[config.mk]
export PLATFORM = sky130hd
export DESIGN_NAME = irrigation_sequencer_flat
export DESIGN_NICKNAME = d
export VERILOG_FILES = /design/src/rtl/irr_pkg.sv /design/src/rtl/irrigation_sequencer_if.sv /design/src/rtl/sensor_debounce.sv /design/src/rtl/irrigation_sequencer.sv /design/src/flat_wrapper.sv
export SDC_FILE = /design/constraint.sdc
export NUM_CORES = 1
export LEC_CHECK = 0
export CORE_MARGIN = 8
export CORE_UTILIZATION = 46
export DETAILED_ROUTE_END_ITERATION = 16
export GPL_TIMING_DRIVEN = 1
export SLEW_MARGIN = 40
export SYNTH_ARGS = -nofsm -noshare
export SYNTH_HDL_FRONTEND = slang
export SYNTH_SLANG_ARGS = --single-unit
[constraint.sdc]
create_clock -name clk -period 3.6 [get_ports clk]
set_input_delay 0.54 -clock clk [delete_from_list [all_inputs] [get_ports clk]]
set_output_delay 0.54 -clock clk [all_outputs]
set_load 0.05 [all_outputs]
[src/rtl/irr_pkg.sv]
// Shared types and default tuning constants for the irrigation sequencer.
// The optional tank fill valve is built only when TANK_FILL_EN is defined.
package irr_pkg;

  typedef enum logic [2:0] {
    ST_IDLE,
    ST_SPRINKLE,
    ST_DRIP,
    ST_COOL,
    ST_FAULT
  } irr_state_t;

  localparam int DEF_DEB_CYCLES = 4;
  localparam int DEF_MIN_ON     = 8;
  localparam int DEF_MAX_ON     = 64;
  localparam int DEF_COOL       = 16;

endpackage

[src/rtl/irrigation_sequencer_if.sv]
// Sensor inputs and actuator/flag outputs of the irrigation sequencer.
// The master side drives the sensors; the sequencer sits on the slave side.
interface irrigation_sequencer_if;

  logic H, M, L;
  logic Ua, Us, T;
  logic E, Al;
  logic Bs, Vs;
  logic Vf;

  modport master (
    output H, M, L, Ua, Us, T,
    input  E, Al, Bs, Vs, Vf
  );

  modport slave (
    input  H, M, L, Ua, Us, T,
    output E, Al, Bs, Vs, Vf
  );

endinterface

[src/rtl/sensor_debounce.sv]
// One-bit debouncer: the output follows the raw input only after the raw
// value has differed from it for DEB_CYCLES consecutive cycles.
module sensor_debounce #(
  parameter int   DEB_CYCLES = 4,
  parameter logic RST_VAL    = 1'b0
) (
  input  logic clk,
  input  logic rst,
  input  logic raw,
  output logic deb
);

  localparam logic [3:0] CNT_LAST = 4'(DEB_CYCLES - 1);

  logic [3:0] cnt;

  // Any cycle where raw agrees with the accepted value restarts the count.
  always_ff @(posedge clk) begin
    if (rst) begin
      deb <= RST_VAL;
      cnt <= 4'd0;
    end else if (raw == deb) begin
      cnt <= 4'd0;
    end else if (cnt == CNT_LAST) begin
      deb <= raw;
      cnt <= 4'd0;
    end else begin
      cnt <= cnt + 4'd1;
    end
  end

endmodule

[src/rtl/irrigation_sequencer.sv]
// Irrigation controller: debounced tank/climate sensors drive a sprinkler
// and drip FSM with min/max run time and cooldown. Optional TANK_FILL_EN.
module irrigation_sequencer
  import irr_pkg::*;
#(
  parameter int DEB_CYCLES = DEF_DEB_CYCLES,
  parameter int MIN_ON     = DEF_MIN_ON,
  parameter int MAX_ON     = DEF_MAX_ON,
  parameter int COOL       = DEF_COOL
) (
  input logic                   clk,
  input logic                   rst,
  irrigation_sequencer_if.slave bus
);

  localparam int RW = $clog2(MAX_ON + 1);
  localparam int CW = $clog2(COOL + 1);
  localparam logic [RW-1:0] RUN_LAST  = RW'(MAX_ON - 1);
  localparam logic [RW-1:0] MIN_LAST  = RW'(MIN_ON - 1);
  localparam logic [CW-1:0] COOL_LAST = CW'(COOL - 1);

  logic h_d, m_d, l_d, ua_d, us_d, t_d;
  logic fault, low, stop, sprk_req, drip_req;
  logic e_q, al_q;
  irr_state_t state, next_state;
  logic [RW-1:0] run_cnt;
  logic [CW-1:0] cool_cnt;

  sensor_debounce #(.DEB_CYCLES(DEB_CYCLES), .RST_VAL(1'b1)) u_deb_h
    (.clk(clk), .rst(rst), .raw(bus.H), .deb(h_d));
  sensor_debounce #(.DEB_CYCLES(DEB_CYCLES), .RST_VAL(1'b1)) u_deb_m
    (.clk(clk), .rst(rst), .raw(bus.M), .deb(m_d));
  sensor_debounce #(.DEB_CYCLES(DEB_CYCLES), .RST_VAL(1'b1)) u_deb_l
    (.clk(clk), .rst(rst), .raw(bus.L), .deb(l_d));
  sensor_debounce #(.DEB_CYCLES(DEB_CYCLES), .RST_VAL(1'b1)) u_deb_ua
    (.clk(clk), .rst(rst), .raw(bus.Ua), .deb(ua_d));
  sensor_debounce #(.DEB_CYCLES(DEB_CYCLES), .RST_VAL(1'b1)) u_deb_us
    (.clk(clk), .rst(rst), .raw(bus.Us), .deb(us_d));
  sensor_debounce #(.DEB_CYCLES(DEB_CYCLES), .RST_VAL(1'b0)) u_deb_t
    (.clk(clk), .rst(rst), .raw(bus.T), .deb(t_d));

  // A level reading with a gap below a wet sensor means a broken sensor.
  assign fault    = (h_d & ~m_d) | (m_d & ~l_d);
  assign low      = ~l_d;
  assign stop     = fault | low;
  assign sprk_req = ~us_d & (~ua_d | (m_d & ~t_d));
  assign drip_req = ~us_d & ua_d & (t_d | ~m_d);

  always_ff @(posedge clk) begin
    if (rst) begin
      e_q  <= 1'b0;
      al_q <= 1'b0;
    end else begin
      e_q  <= fault;
      al_q <= fault | low;
    end
  end

  always_ff @(posedge clk) begin
    if (rst) begin
      state    <= ST_IDLE;
      run_cnt  <= '0;
      cool_cnt <= '0;
    end else begin
      state    <= next_state;
      run_cnt  <= ((next_state == state) && ((state == ST_SPRINKLE) || (state == ST_DRIP)))
                  ? run_cnt + 1'b1 : '0;
      cool_cnt <= ((next_state == state) && (state == ST_COOL)) ? cool_cnt + 1'b1 : '0;
    end
  end

  // Sensor trouble pre-empts everything, including the minimum on-time.
  always_comb begin
    next_state = state;
    unique case (state)
      ST_IDLE: begin
        if (stop)          next_state = ST_FAULT;
        else if (sprk_req) next_state = ST_SPRINKLE;
        else if (drip_req) next_state = ST_DRIP;
      end
      ST_SPRINKLE: begin
        if (stop)                                 next_state = ST_FAULT;
        else if (run_cnt == RUN_LAST)             next_state = ST_COOL;
        else if (!sprk_req && run_cnt >= MIN_LAST) next_state = ST_IDLE;
      end
      ST_DRIP: begin
        if (stop)                                 next_state = ST_FAULT;
        else if (run_cnt == RUN_LAST)             next_state = ST_COOL;
        else if (!drip_req && run_cnt >= MIN_LAST) next_state = ST_IDLE;
      end
      ST_COOL: begin
        if (stop)                       next_state = ST_FAULT;
        else if (cool_cnt == COOL_LAST) next_state = ST_IDLE;
      end
      ST_FAULT: begin
        if (!stop) next_state = ST_IDLE;
      end
      default: next_state = ST_IDLE;
    endcase
  end

  assign bus.E  = e_q;
  assign bus.Al = al_q;
  assign bus.Bs = (state == ST_SPRINKLE);
  assign bus.Vs = (state == ST_DRIP);

`ifdef TANK_FILL_EN
  logic vf_q;

  // Fill valve tracks tank level on its own, independent of the FSM.
  always_ff @(posedge clk) begin
    if (rst)              vf_q <= 1'b0;
    else if (h_d | fault) vf_q <= 1'b0;
    else if (!m_d)        vf_q <= 1'b1;
  end

  assign bus.Vf = vf_q;
`else
  assign bus.Vf = 1'b0;
`endif

endmodule

[src/flat_wrapper.sv]
// flat-port wrapper written by rule: the top's interface ports become plain ports
module irrigation_sequencer_flat import irr_pkg::*;
#(
  parameter int DEB_CYCLES = DEF_DEB_CYCLES,
  parameter int MIN_ON     = DEF_MIN_ON,
  parameter int MAX_ON     = DEF_MAX_ON,
  parameter int COOL       = DEF_COOL
)
  (clk, rst, bus_H, bus_M, bus_L, bus_Ua, bus_Us, bus_T, bus_E, bus_Al, bus_Bs, bus_Vs, bus_Vf);
  irrigation_sequencer_if bus_i ();
  input logic clk;
  input logic rst;
  input wire logic [$bits(bus_i.H)-1:0] bus_H;
  input wire logic [$bits(bus_i.M)-1:0] bus_M;
  input wire logic [$bits(bus_i.L)-1:0] bus_L;
  input wire logic [$bits(bus_i.Ua)-1:0] bus_Ua;
  input wire logic [$bits(bus_i.Us)-1:0] bus_Us;
  input wire logic [$bits(bus_i.T)-1:0] bus_T;
  output wire logic [$bits(bus_i.E)-1:0] bus_E;
  output wire logic [$bits(bus_i.Al)-1:0] bus_Al;
  output wire logic [$bits(bus_i.Bs)-1:0] bus_Bs;
  output wire logic [$bits(bus_i.Vs)-1:0] bus_Vs;
  output wire logic [$bits(bus_i.Vf)-1:0] bus_Vf;
  assign bus_i.H = bus_H;
  assign bus_i.M = bus_M;
  assign bus_i.L = bus_L;
  assign bus_i.Ua = bus_Ua;
  assign bus_i.Us = bus_Us;
  assign bus_i.T = bus_T;
  assign bus_E = bus_i.E;
  assign bus_Al = bus_i.Al;
  assign bus_Bs = bus_i.Bs;
  assign bus_Vs = bus_i.Vs;
  assign bus_Vf = bus_i.Vf;
  irrigation_sequencer #(.DEB_CYCLES(DEB_CYCLES), .MIN_ON(MIN_ON), .MAX_ON(MAX_ON), .COOL(COOL)) u_core (.clk(clk), .rst(rst), .bus(bus_i));
endmodule
==> results summary, run 1 <==
Routability-driven placement finished with a final weighted congestion of 0.7932. The critical path is of the reg2out type. The routed layout has 1,571 vias. The number of buffers added to fix hold violations after cts came out at 0. The post-synthesis adder-cell area fraction came out at 0.05065. After synthesis the netlist holds a flip-flop and latch count of 47. The tightest min-delay check is of the reg2reg type. The post-synth net total came out at 249. For met3 alone, demand over resource in global routing was 0.03629. Counting along the longest clock path gives a buffer depth of 2. The vertical die dimension is 85.52 um. The max-cap check violation count is 0. The combined area of all synthesized cells is 2223 sq um. The fraction of the mapped netlist area in simple logic gates came out at 0.2448. Timing would allow up to 0.3922 GHz. The worst pin sits at a relative slew slack of 0.5782. The area share of xor/xnor cells in the synthesized design is 0.1019. The sum of overflow across all layers after global routing is 0. The top-level I/O count is 13. In the final timing run, aggregate negative setup slack is 0 ns. The final instance area is 2442 sq um. The cell count after synthesis came out at 232. The biggest fanout along the worst timing path came out at 8.

The maximum clock skew at final layout came out at 0.007289 ns. The H-tree was split into 2 levels. The met2 global-route usage is 0.1812. The overall global routing resource usage came out at 0.1094.

The count of flip-flops with a built-in enable after synthesis is 0. The final-layout fill cell count is 462. After synthesis, the share of cell area in mux cells is 0.004502. The flow ran to the end, and the final reports show no timing, DRC or antenna violations. The endpoint type of the worst setup path is an output port. The share of the synthesized area in compound gates (AO/OA/AOI/OAI) is 0.1306.

In the routed design, unresolved DRC markers number 0. The source-to-sink clock delay at the later pin of the worst-skew pair is 0.30 ns. The standby leakage power came out at 0.9037 nW. The chip width came out at 85.52 um.

The first routing iteration left 60 violations. STA classifies the critical path startpoint as a flop. After detailed routing, the number of vias per cell comes to 5.254. The global-route wire length before repair came out at 6.617 mm. The tree is rooted in a sky130_fd_sc_hd__clkbuf_8.

Post-CTS timing repair inserted 0 buffers for setup. The area inside the core boundary came out at 4692 sq um. The number of iterations in the first detailed-routing pass came out at 4. The count of different cell masters after synthesis is 49.

The share of layout cells above drive strength 1 came out at 0.1020. In this run the remaining antenna-violating nets after routing total 0. The most used flip-flop cell after synthesis is sky130_fd_sc_hd__dfxtp_1. The combinational family with the most area after synthesis is simple AND/OR/NAND/NOR gates. The share of the Yosys chip area taken by registers is 0.4232. The final hold violation count is 0. The required time of the worst setup path is 3.06 ns.

The average wire length per cell after detail routing came out at 12.76 um. The quantity of I/O buffers inserted on ports is 11. Counting I/O delays and the setup requirement, the final critical path takes 2.549 ns. The share of flip-flops with an asynchronous set or reset after synthesis came out at 0. The initial utilization of the core area, before any placement, comes to 0.4739.

The average cell area after synthesis is 9.584 sq um. 0 antenna diodes ended up in the layout. The area of the die is 7314 sq um.

The worst IR drop on VDD came out at 0.1970 mV. The global-route met1 utilization came out at 0.1285. In the final design database the tool counted 261 nets. The ratio of final minimum period to clock period came out at 0.7082. The via count of the first global-routing pass came out at 1,525.

Compared with the post-synthesis result, the final layout area differs by 9.848%. The total count of max-transition violations in the final report is 0. Setup repair after global routing left no endpoint under its margin. Row generation in the floorplan step produced 25 rows. The final total power is 0.0009037 W.

The total power divided by cell area came out at 370.0 nW/um^2. The maximum number of pins on one net before global-route repair came out at 17. Setup violations remaining at the end of the flow were counted as 0. The clock drives 47 sinks. Clock-pin slew was measured on the worst setup and hold paths at 0.08 ns. TritonCTS built the clock tree.

The arrival time of data at the critical path endpoint came out at 2.01 ns. The total number of yosys warnings came out at 0. The routing layer with the top usage in global route is met2. The placed instances occupy a cell area of 2355 sq um.

For the pin with the worst max-slew slack, the measured transition is 0.6328 ns. The routed wire length came out at 3.815 mm. The number of antenna violations at the first check in global routing is 0.

The total clock buffers created by CTS came out at 5. The sum of net half-perimeters after detailed placement is 2.827 mm. The number of gates resized after cts came out at 0.
[area by class of cell]
class | count | area, sq um | area share
multi-input combinational | 166 | 1187 | 0.4862
sequential | 47 | 940.9 | 0.3852
timing repair buffer | 11 | 110.1 | 0.04508
clock buffer | 5 | 68.82 | 0.02818
tap | 54 | 67.56 | 0.02766
inverter | 13 | 48.80 | 0.01998
clock inverter | 3 | 18.77 | 0.007684
[through the flow]
stage	hold WS, ns	setup WS, ns	cells	utilization
finish	0.4492	1.051	299	0.5205
global placement	0.4313	1.327	291	0.5019
CTS	0.4534	1.029	299	0.5205
floorplan	0.4175	1.500	232	-
detailed placement	0.4379	1.271	291	0.5019
global route	0.4747	0.9817	299	0.5205
[state kept, by name, summed over array words and instances, names as in the netlist, 3 cells and up]
name / count
u_core.run_cnt: 7
u_core.cool_cnt: 5
u_core.u_deb_h.cnt: 4
u_core.u_deb_l.cnt: 4
u_core.u_deb_m.cnt: 4
u_core.u_deb_t.cnt: 4
u_core.u_deb_ua.cnt: 4
u_core.u_deb_us.cnt: 4
u_core.state: 3
[critical path: stages, from the launching register on]
cell and delay, ns:
sky130_fd_sc_hd__dfxtp_1 0.55, sky130_fd_sc_hd__nor3b_2 0.31, sky130_fd_sc_hd__clkdlybuf4s50_1 0.85
[per-layer routing]
metal,vias to the layer above,part of all wire
met2,19,0.45
li1,824,-
met1,723,0.49
met5,-,0
met4,0,0.013
met3,5,0.044
[Yosys cell counts, types with 2 or more instances]
master	instances	area share
sky130_fd_sc_hd__nand3_1	9	0.020
sky130_fd_sc_hd__ha_1	9	0.051
sky130_fd_sc_hd__inv_1	11	0.019
sky130_fd_sc_hd__o211ai_1	2	0.0068
sky130_fd_sc_hd__buf_4	2	0.0068
sky130_fd_sc_hd__buf_6	2	0.010
sky130_fd_sc_hd__nor2b_1	8	0.023
sky130_fd_sc_hd__nor3b_1	6	0.020
sky130_fd_sc_hd__nor4_1	2	0.0056
sky130_fd_sc_hd__o21ai_0	5	0.011
sky130_fd_sc_hd__xnor2_1	15	0.059
sky130_fd_sc_hd__inv_2	2	0.0034
sky130_fd_sc_hd__a21oi_1	7	0.016
sky130_fd_sc_hd__or3_1	7	0.020
sky130_fd_sc_hd__o2111ai_1	5	0.020
sky130_fd_sc_hd__a211o_1	6	0.024
sky130_fd_sc_hd__xor2_1	9	0.035
sky130_fd_sc_hd__dfxtp_1	47	0.42
sky130_fd_sc_hd__nand2_1	8	0.014
sky130_fd_sc_hd__nor2_1	41	0.069
[path summary, 6_finish.rpt]
kind              depth (start not counted)                    end  slack [ns]             startpoint
hold / removal                            1  u_core.u_deb_m.cnt[0]        0.45  u_core.u_deb_m.cnt[0]
setup reg to reg                          7      u_core.run_cnt[3]        1.54     u_core.cool_cnt[0]
hold reg to reg                           1  u_core.u_deb_m.cnt[0]        0.45  u_core.u_deb_m.cnt[0]
setup / recovery                          2                 bus_Vs        1.05        u_core.state[1]
[report_power, final]
part            total, W  internal [W]  switching, W  leakage [nW]
Clock           0.000314      0.000137      0.000177        0.0483
Sequential      0.000537      0.000529    0.00000775         0.381
Combinational  0.0000529     0.0000235     0.0000294         0.475
Total           0.000904      0.000689      0.000214         0.904
[layout by cell type, fill, tap and decap left out, types with 2 or more instances in the layout]
cell type	synthesis	routed
sky130_fd_sc_hd__inv_1	11	11
sky130_fd_sc_hd__nor4_1	2	2
sky130_fd_sc_hd__a21oi_1	7	7
sky130_fd_sc_hd__nor3b_1	6	6
sky130_fd_sc_hd__o211ai_1	2	2
sky130_fd_sc_hd__a211o_1	6	6
sky130_fd_sc_hd__nor2_1	41	41
sky130_fd_sc_hd__clkbuf_8	0	5
sky130_fd_sc_hd__xnor2_1	15	15
sky130_fd_sc_hd__ha_1	9	9
sky130_fd_sc_hd__clkdlybuf4s50_1	0	11
sky130_fd_sc_hd__or3_1	7	7
sky130_fd_sc_hd__o2111ai_1	5	5
sky130_fd_sc_hd__nor2b_1	8	8
sky130_fd_sc_hd__nand2_1	8	8
sky130_fd_sc_hd__xor2_1	9	9
sky130_fd_sc_hd__dfxtp_1	47	47
sky130_fd_sc_hd__o21ai_0	5	5
sky130_fd_sc_hd__inv_2	2	2
sky130_fd_sc_hd__nand3_1	9	9
sky130_fd_sc_hd__clkinv_2	0	2
[logic make-up after synthesis]
family,count (synthesis)
AOI/OAI and AO/OA,34
adders and majority gates,9
DFF,47
and+or+nand+nor,96
xor gates and xnor gates,25
muxes,1
other,1
buffers and inverters,19
No activity file was read; power rests on OpenSTA's default activity.
==> inputs of run 2 (changes only) <==
--- a/config.mk
+++ b/config.mk
@@ -9,6 +9,7 @@
 export CORE_UTILIZATION = 46
 export DETAILED_ROUTE_END_ITERATION = 16
 export GPL_TIMING_DRIVEN = 1
+export PLACE_DENSITY = 0.67
 export SLEW_MARGIN = 40
 export SYNTH_ARGS = -nofsm -noshare
 export SYNTH_HDL_FRONTEND = slang
==> constraint.sdc (replaced) <==
create_clock -name clk -period 2.2 [get_ports clk]
set_input_delay 0.33 -clock clk [delete_from_list [all_inputs] [get_ports clk]]
set_output_delay 0.33 -clock clk [all_outputs]
set_load 0.05 [all_outputs]
==> run 2 against run 1 <==
Against the previous run: critical path depth is 5 higher; register-to-register slack worse by 1.3 ns; clock power is 66% higher; wire length is 0.21% lower; critical endpoint is now u_core.run_cnt[5]; sequential share of layout area is 0.27 points lower; cell count is 0.67% higher.
==> results summary, run 2 (synthesized netlist as in run 1, its figures left out) <==
For the final routed database, the setup TNS stands at 0 ns. The number of placement rows came out at 25. The placed standard-cell area is 2372 sq um. The relative contribution of combinational cells to total power came out at 0.060.

The final instance area came out at 2460 sq um. The worst flop-to-flop path startpoint is u_core.cool_cnt[0]. The worst hold path belongs to the class reg2reg. The number of DRC markers after the initial detailed-route iteration came out at 102.

The top cell types in the final layout, fill and taps aside, are sky130_fd_sc_hd__dfxtp_1, sky130_fd_sc_hd__nor2_1, sky130_fd_sc_hd__xnor2_1. The relative contribution of the clock network to total power is 0.350. The minimum setup slack after placement came out at 0.2282 ns. Ranked by flip-flop count, first place goes to u_core.run_cnt. The sum of net half-perimeters after detailed placement is 2.723 mm.

The placer's final routability congestion estimate came out at 0.7990. For this design the total switching power over the nets is 0.0003358 W. For this design the ratio of total power to cell area is 605.1 nW/um^2.

The deepest level of the CTS H-tree is 2. The maximum clock skew at final layout is 0.007846 ns. The source-to-sink clock delay at the later pin of the worst-skew pair is 0.30 ns.

Data on the critical path arrives at its endpoint at 2.14 ns. The internal power component is 0.001153 W. Summed over all layers, the routed wires come to 3.807 mm. The flip-flop count of the largest register, all copies and words added is 7. The worst setup path is captured at a flop.

STA classifies the critical path startpoint as a flop. Based on the critical path, the design can be clocked at up to 0.5090 GHz. The biggest fanout along the worst timing path came out at 7. The chip width is 85.52 um. The worst hold slack across all endpoints came out at 0.4470 ns. The number of buffers inserted by post-CTS setup repair came out at 0. The flop-to-flop setup slack is 0.24 ns.

After detailed routing, the average wire length per cell comes to 12.65 um. The area inside the core boundary came out at 4692 sq um. Across the run, the number of max-cap violations was 0. The via count of the first global-routing pass is 1,441. The floorplan step defined a die boundary enclosing 7314 sq um.

The worst IR drop on VDD is 0.3358 mV. The via count is 1,571. The number of antenna violations at the first check in global routing came out at 0. The total count of max-transition violations in the final report came out at 0. The starting density of the core came out at 0.4739. The commonest non-fill, non-tap cell in the layout is sky130_fd_sc_hd__dfxtp_1.

The top-level I/O count is 13. The final number of setup-violating endpoints is 0. The number of inserted diodes came out at 0. The number of buffers added to fix hold violations after cts is 0. The final critical-path required period came out at 1.965 ns. The standby leakage power is 0.9223 nW. The clock net sink count came out at 47. The total DRC errors in the routed layout came out at 0.

The switching share of total power came out at 0.2256. The filler cells instantiated in the layout total 447. The cell sitting at the root of the clock tree is a sky130_fd_sc_hd__clkbuf_8. For the pin with the worst max-slew slack, the measured transition is 0.4976 ns.

The register clock-pin slew on the reported worst setup and hold paths is 0.08 ns. The run finished with clean final reports. In the final layout, the registers with the most flip-flops are u_core.run_cnt: 7 flops, u_core.cool_cnt: 5 flops. The sum of overflow across all layers after global routing is 0. The number of nets still failing antenna checks after routing is 0. The overall global routing resource usage came out at 0.1124. For hold timing, the worst endpoint is u_core.u_deb_h.cnt[0].

The relative slew slack is 0.6668. The ratio of final minimum period to clock period is 0.8931. In this run, post-CTS repair resized a total of 0 instances.

The global-route wire length before repair is 6.624 mm. The number of iterations in the first detailed-routing pass is 4. The area growth from synthesis to layout is 10.64%. The maximum number of pins on one net before global-route repair is 16. The final design utilization came out at 0.5243.

The capturing point of the worst reg2reg path is u_core.run_cnt[5]. The total clock buffers created by CTS came out at 5. The hold path depth is 1. The smallest setup slack after layout is 0.2352 ns.

Setup repair after global routing left no endpoint under its margin. By startpoint and endpoint, the worst setup path is classified as reg2reg. The count of nets after finishing is 264. The quantity of I/O buffers inserted on ports came out at 11. The length in cells of the worst reg-to-reg path came out at 7.

The required time of the worst setup path is 2.37 ns. The vertical die dimension is 85.52 um. Of the cells placed in the final design, the portion with a size suffix greater than 1 is 0.1174. TritonCTS built the clock tree. The per-cell via count in the routed design is 5.219. The worst-case clock buffer depth came out at 2. The fraction of power consumed by sequential logic came out at 0.590.

The final hold violation count is 0. The worst hold path begins at u_core.u_deb_h.cnt[0].
run 2: worst max-delay path: stages (launching register included):
cell and delay (ns):
sky130_fd_sc_hd__dfxtp_1 0.36, sky130_fd_sc_hd__ha_1 0.18, sky130_fd_sc_hd__and3_1 0.16, sky130_fd_sc_hd__ha_1 0.16, sky130_fd_sc_hd__nor2_1 0.08, sky130_fd_sc_hd__or4_4 0.49
sky130_fd_sc_hd__o211ai_4 0.29, sky130_fd_sc_hd__a21oi_1 0.12
run 2: power groups by stage:
stage	clock (W)	sequential [W]	combinational [W]
after floorplan	0	0.000897	0.0000606
after global placement	0	0.000898	0.0000891
after detailed placement	0	0.000898	0.0000891
after CTS	0.000544	0.000878	0.0000898
after global routing	0.000580	0.000881	0.000100
final	0.000521	0.000878	0.0000889
run 2: final cells by class:
class | count | area (sq um) | share of cell area
multi-input combinational | 166 | 1187 | 0.4827
sequential | 47 | 940.9 | 0.3825
timing repair buffer | 14 | 127.6 | 0.05188
clock buffer | 6 | 82.58 | 0.03357
tap | 54 | 67.56 | 0.02747
inverter | 13 | 48.80 | 0.01984
clock inverter | 1 | 5.005 | 0.002035
run 2: worst max path at each step:
| stage | from | to | slack [ns] | depth (start not counted) |
|---|---|---|---|---|
| after floorplan | u_core.state[1] | u_core.run_cnt[2] | 0.1 | 6 |
| after global placement | u_core.cool_cnt[0] | u_core.run_cnt[2] | 0.28 | 7 |
| after detailed placement | u_core.cool_cnt[0] | u_core.run_cnt[5] | 0.23 | 7 |
| after CTS | u_core.cool_cnt[0] | u_core.run_cnt[5] | 0.22 | 7 |
| after global routing | u_core.cool_cnt[0] | u_core.run_cnt[0] | 0.15 | 7 |
| final | u_core.cool_cnt[0] | u_core.run_cnt[5] | 0.24 | 7 |
run 2: through the flow:
stage               instances  power (W)
floorplan                 232  0.0009573
global placement          294  0.0009870
global route              301   0.001560
finish                    301   0.001488
detailed placement        294  0.0009873
CTS                       301   0.001512
run 2: metal layers:
metal / up-vias / share of wire / GRT usage
met4: 0 / 0.020 / 0.05255
met5: - / 0 / 0
met2: 19 / 0.43 / 0.1643
met3: 7 / 0.029 / 0.03343
li1: 825 / - / -
met1: 720 / 0.52 / 0.1472
